## src/rtl/synth_osc_pkg.sv

```systemverilog
// synth_osc_pkg: shared constants and sweep state type for the oscillator phase path
package synth_osc_pkg;
    localparam int PHASE_W_DEF = 19;
    localparam int VOICES_DEF  = 8;
    typedef enum logic {IDLE, RUN} state_t;
endpackage

```

## src/rtl/phase_add_carry.sv

```systemverilog
// phase_add_carry: combinational W-bit adder with carry in and carry out
module phase_add_carry #(
    parameter int W = 19
) (
    input  logic [W-1:0] a_i,
    input  logic [W-1:0] b_i,
    input  logic         c_i,
    output logic [W-1:0] sum_o,
    output logic         c_o
);
    assign {c_o, sum_o} = {1'b0, a_i} + {1'b0, b_i} + {{W{1'b0}}, c_i};
endmodule

```

## src/rtl/multi_voice_phase_accumulator.sv

```systemverilog
// multi_voice_phase_accumulator: time-multiplexed per-voice phase accumulator sharing one adder
module multi_voice_phase_accumulator
    import synth_osc_pkg::*;
#(
    parameter  int PHASE_W = PHASE_W_DEF,
    parameter  int VOICES  = VOICES_DEF,
    localparam int VOICE_W = $clog2(VOICES)
) (
    input  logic               clk,
    input  logic               rst_n,
    input  logic               sample_tick,
    input  logic               tw_we,
    input  logic [VOICE_W-1:0] tw_addr,
    input  logic [PHASE_W-1:0] tw_data,
    input  logic [VOICES-1:0]  phase_clr,
    output logic               busy,
    output logic               out_valid,
    output logic [VOICE_W-1:0] out_voice,
    output logic [PHASE_W-1:0] out_phase,
    output logic               out_wrap,
    output logic               sweep_done,
    output logic               overrun
);
    state_t               state_q, state_d;
    logic [VOICE_W-1:0]   v_q, v_d;
    logic [PHASE_W-1:0]   phase_q [VOICES];
    logic [PHASE_W-1:0]   inc_q [VOICES];
    logic [VOICES-1:0]    pend_q, pend_d, hit;
    logic [PHASE_W-1:0]   sum, new_phase;
    logic                 carry, run, last, clr_v;
    logic                 out_valid_q, out_wrap_q, sweep_done_q, overrun_q;
    logic [VOICE_W-1:0]   out_voice_q;
    logic [PHASE_W-1:0]   out_phase_q;

    phase_add_carry #(.W(PHASE_W)) u_add (
        .a_i  (phase_q[v_q]),
        .b_i  (inc_q[v_q]),
        .c_i  (1'b0),
        .sum_o(sum),
        .c_o  (carry)
    );

    assign run  = state_q == RUN;
    assign last = v_q == VOICE_W'(VOICES - 1);
    assign busy = run;

    // sweep sequencing, hard-sync resolution and pending-mask update
    always_comb begin
        state_d   = run ? (last ? IDLE : RUN) : (sample_tick ? RUN : IDLE);
        v_d       = run ? v_q + 1'b1 : '0;
        clr_v     = run && pend_q[v_q];
        new_phase = clr_v ? '0 : sum;
        hit       = run ? (VOICES'(1) << v_q) : '0;
        pend_d    = (pend_q & ~hit) | phase_clr;
    end

    // control state and registered result stage
    always_ff @(posedge clk or negedge rst_n) begin
        if (!rst_n) begin
            state_q      <= IDLE;
            v_q          <= '0;
            pend_q       <= '0;
            out_valid_q  <= 1'b0;
            out_voice_q  <= '0;
            out_phase_q  <= '0;
            out_wrap_q   <= 1'b0;
            sweep_done_q <= 1'b0;
            overrun_q    <= 1'b0;
        end else begin
            state_q      <= state_d;
            v_q          <= v_d;
            pend_q       <= pend_d;
            out_valid_q  <= run;
            out_voice_q  <= run ? v_q : '0;
            out_phase_q  <= run ? new_phase : '0;
            out_wrap_q   <= run && !clr_v && carry;
            sweep_done_q <= run && last;
            overrun_q    <= run && sample_tick;
        end
    end

    // per-voice phase and tuning-word storage
    always_ff @(posedge clk or negedge rst_n) begin
        if (!rst_n) begin
            for (int i = 0; i < VOICES; i++) begin
                phase_q[i] <= '0;
                inc_q[i]   <= '0;
            end
        end else begin
            if (run) phase_q[v_q] <= new_phase;
            if (tw_we) inc_q[tw_addr] <= tw_data;
        end
    end

    assign out_valid  = out_valid_q;
    assign out_voice  = out_voice_q;
    assign out_phase  = out_phase_q;
    assign out_wrap   = out_wrap_q;
    assign sweep_done = sweep_done_q;
    assign overrun    = overrun_q;
endmodule
```

## config.mk

```make
export PLATFORM = sky130hd
export DESIGN_NAME = multi_voice_phase_accumulator
export DESIGN_NICKNAME = d
export VERILOG_FILES = /design/src/rtl/synth_osc_pkg.sv /design/src/rtl/phase_add_carry.sv /design/src/rtl/multi_voice_phase_accumulator.sv
export SDC_FILE = /design/constraint.sdc
export NUM_CORES = 1
export LEC_CHECK = 0
export ABC_CLOCK_PERIOD_IN_PS = 10700
export BUFFER_PORTS_ARGS = -buffer_cell sky130_fd_sc_hd__clkbuf_2
export CORE_MARGIN = 8
export CORE_UTILIZATION = 29
export DETAILED_ROUTE_END_ITERATION = 16
export HOLD_SLACK_MARGIN = 0.1
export PLACE_DENSITY = 0.46
export SLEW_MARGIN = 20
export SYNTH_ARGS = -nofsm -noshare
export SYNTH_HDL_FRONTEND = slang
export SYNTH_SLANG_ARGS = --single-unit
```

## constraint.sdc

```tcl
create_clock -name clk -period 10.7 [get_ports clk]
set_input_delay 0.535 -clock clk [delete_from_list [all_inputs] [get_ports clk]]
set_output_delay 0.535 -clock clk [all_outputs]
set_load 0.02 [all_outputs]
```

==> metrics.csv <==
stage;metric;value;unit
outcome;status;complete, no violations;
sta;setup_tns;0;ns
floorplan;core_area;54700;um^2
floorplan;io_pins;61;
worst_hold_path;holdCritStartpoint;phase_clr[2];
clocking;clkSlewWorstSetupHoldPaths;0.06;ns
drt;finalWirelength;41.9;mm
drt;dr.pass1.iters;4;
pwr;power_switching;2220;uW
sta;worst_slew_pin_slew;0.999;ns
final_layout;postLayoutCoreUtil;33.4;%
floorplan;initial_utilization;29.1;%
placed_design;gp_congestion;0.768;
setup_path;cp.required;11.11;ns
synthesis;yosys_warnings;0;
final_layout;syn2layout_area_growth;14.6;%
placed_design;hpwl;25.1;mm
setup_path;r2r_slack;5.36;ns
sta;fin_ws;5.36;ns
flow_run;drv_cap;0;
clocking;cts_inserted_buffers;40;
clocking;cts_setup_buffers;0;
pwr;power_density;304;nW/um^2
pwr;p_clk_share;23.1;%
drt;drcViolationCount;0;
sta;finalCritPeriodShare;49.9;%
floorplan;die_h;250;um
synthesis;synth-seq-area-share;53.8;%
clocking;cts.sinks;342;
grt;grt_pass1_wl;65.8;mm
grt;antenna_found_initial;3;
floorplan;rows;86;
setup_path;start_kind;register;
synthesis;synth-seq-cells;342;
sta;finalSetupViolations;0;
clocking;cts_root_buffer;clkbuf_16;
pwr;ir_worst_vdd;123;uV
final_layout;layout.nets;1405;
clocking;clk_path_buf_depth;3;
sta;skew;0.0226;ns
sta;period_minus_slack;5.34;ns
setup_path;worst_r2r_startpoint;v_q[0];
setup_path;worstPathArrival;5.74;ns
synthesis;netlist_area;15900;um^2
setup_path;reg2reg_to;phase_q[16];
worst_hold_path;hold_path.class;primary input to register;
synthesis;synth_top_area_share;53.8;%
synthesis;yosys-top-cells-area;dfrtp_1, mux4_2, mux2_2, nand2_1, o21ai_0;
pwr;power_frac_comb;42.1;%
drt;num_vias;10300;
floorplan;die_area;62600;um^2
sta;rsz0062_at_grt;false;
sta;final_max_slew_viol_count;0;
sta;max_freq;187;MHz
pwr;intPower;3320;uW
pwr;power_leakage;0.00792;uW
pwr;sw_frac_of_total;40.0;%
clocking;tritoncts;done;
sta;slew_headroom;33.3;%
synthesis;synth_enable_flop_cells;0;
grt;track_usage;13.4;%
clocking;htree_levels;2;
setup_path;crit_type;register to register;
grt;overflow;0;
floorplan;fp.dieW;250;um
drt;ant_nets;0;
placed_design;port-buffer-count;60;
synthesis;yosysUniqueCellTypes;55;
synthesis;synth.avg_cell_area;12.2;um^2
sta;hold_viol;0;
clocking;clock_latency;0.55;ns
setup_path;r2r_cells;12;
setup_path;crit_path_end_kind;register;
placed_design;dp_slack;5.23;ns
drt;post_drt_via_cell_ratio;4.96;
synthesis;netlist_instances;1306;
grt;grt_start_max_net_pins;128;
synthesis;synthArstFlopShare;100;%
worst_hold_path;whs_path_depth;2;
setup_path;cp_max_fo;46;
worst_hold_path;hold_end;pend_q[2];
grt;grt_pass1_vias;10600;
pwr;power_frac_seq;34.8;%
synthesis;syn-num-nets;1366;
synthesis;synthFlopType;dfrtp_1;
final_layout;drive_above_1_share;28.0;%
drt;avgRoutedWirePerCell;20.2;um
synthesis;yosys.area.top_type;dfrtp_1;
drt;first_iter_violations;717;
-- metal layers --
layer | vias to the layer above | share of wire, % | GRT usage [%]
li1 | 4781 | - | -
met5 | - | 0 | 0
met2 | 175 | 46 | 21.2
met1 | 5292 | 48 | 18.8
met3 | 44 | 4.0 | 2.37
met4 | 0 | 1.6 | 3.49
-- Yosys cell counts (all sizes together) (2+ instances only) --
cell and n:
o211ai 5, nand4b 4, a211o 3, inv 7, o41ai 16, buf 27
clkbuf 63, mux2i 2, nor2b 4, ha 25, o21a 6, a31o 2
a221o 8, nand4 4, and3 3, o31ai 25, o21ai 110, nor3 14
a21oi 14, xnor2 6, nand3 9, and3b 2, xor2 5, a21o 14
mux4 78, a211oi 3, dfrtp 342, a21boi 3, or3 3, nor3b 3
nor2 24, nand2b 10, mux2 152, a2111oi 7, and2 7, nand2 281
a31oi 3
-- timing repair --
action                                  CTS  global route
endpoints found under the setup margin    0             0
hold buffers                              0             1
endpoints found under the hold margin     0            33
resized for setup                         0             0
-- power by group through the flow --
stage	Clock (uW)	Combinational [uW]	Sequential, uW
3_5_place_dp	0	2350	1960
3_3_place_gp	0	2310	1950
5_1_grt	1380	2570	1990
4_1_cts	1330	2360	1930
6_report	1280	2330	1930
2_1_floorplan	0	1680	1860
-- area by class of cell --
cell class | instances | area (um^2)
Tap cell | 704 | 881
Clock buffer | 58 | 1130
Inverter | 8 | 30.0
Antenna cell | 4 | 10.0
Multi-Input combinational cell | 866 | 6980
Fill cell | 5453 | 36400
Sequential cell | 342 | 8570
Clock inverter | 7 | 78.8
Timing Repair Buffer | 87 | 559
-- worst max path at each step --
stage / startpoint / to / slack [ns]
after floorplan: v_q[1] / phase_q[111] / 6.94
after global placement: v_q[0] / phase_q[54] / 5.24
after detailed placement: v_q[0] / phase_q[149] / 5.23
after CTS: v_q[0] / phase_q[73] / 5.22
after global routing: v_q[0] / phase_q[37] / 4.84
final: v_q[0] / phase_q[16] / 5.36
-- metrics by stage --
| step | hold WS [ns] | cell area (um^2) | total power [uW] | cells |
|---|---|---|---|---|
| after floorplan | 0.239 | 15900 | 3540 | 1306 |
| after global placement | 0.451 | 16900 | 4260 | 2004 |
| after detailed placement | 0.460 | 17000 | 4310 | 2005 |
| after CTS | 0.131 | 18200 | 5620 | 2070 |
| after global routing | 0.155 | 18200 | 5930 | 2072 |
| final | 0.167 | 18200 | 5540 | 2076 |
-- cell usage in the layout (no fill, tap or decap), types with 7 or more instances in the layout --
| cell | instances |
|---|---|
| a2111oi_0 | 7 |
| a21o_1 | 14 |
| a21oi_1 | 14 |
| a221o_1 | 8 |
| and2_1 | 7 |
| buf_4 | 23 |
| clkbuf_1 | 12 |
| clkbuf_16 | 40 |
| clkbuf_2 | 59 |
| dfrtp_1 | 339 |
| ha_1 | 25 |
| mux2_2 | 152 |
| mux4_2 | 78 |
| nand2_1 | 281 |
| nand2b_1 | 10 |
| nand3_1 | 8 |
| nor2_1 | 24 |
| nor3_1 | 11 |
| o21ai_0 | 110 |
| o31ai_1 | 25 |
| o41ai_1 | 16 |
-- kinds of logic (layout without fill, tap and decap cells) --
logic type / count (synthesis) / count (layout) / synth area share [%]
other: 0 / 4 / 0
AO/OA/AOI/OAI: 226 / 226 / 9.11
AND/OR/NAND/NOR: 371 / 371 / 9.88
flip-flops: 342 / 342 / 53.8
multiplexers: 232 / 232 / 22.0
adder cells (fa/ha/maj): 26 / 26 / 2.09
buffers and inverters: 98 / 160 / 2.56
XOR/XNOR: 11 / 11 / 0.606
-- flip-flops by register name (all words and copies together) (netlist names) --
signal	count
pend_q	8
v_q	3
out_valid	1
phase_q	152
busy	1
out_wrap	1
overrun	1
sweep_done	1
out_voice	3
out_phase	19
inc_q	152
-- worst max-delay path, cell delays in order, from the launching register on --
cell and delay (ns):
dfrtp_4 1.07, buf_4 0.83, mux4_2 0.59, nand2_1 0.08, nand2_1 0.09, ha_1 0.24, fa_1 0.43, a211oi_1 0.38
o211ai_1 0.26, nand4_1 0.24, a31oi_1 0.14, xnor2_1 0.65, o31ai_1 0.18
(Power assumes the default switching activity.)
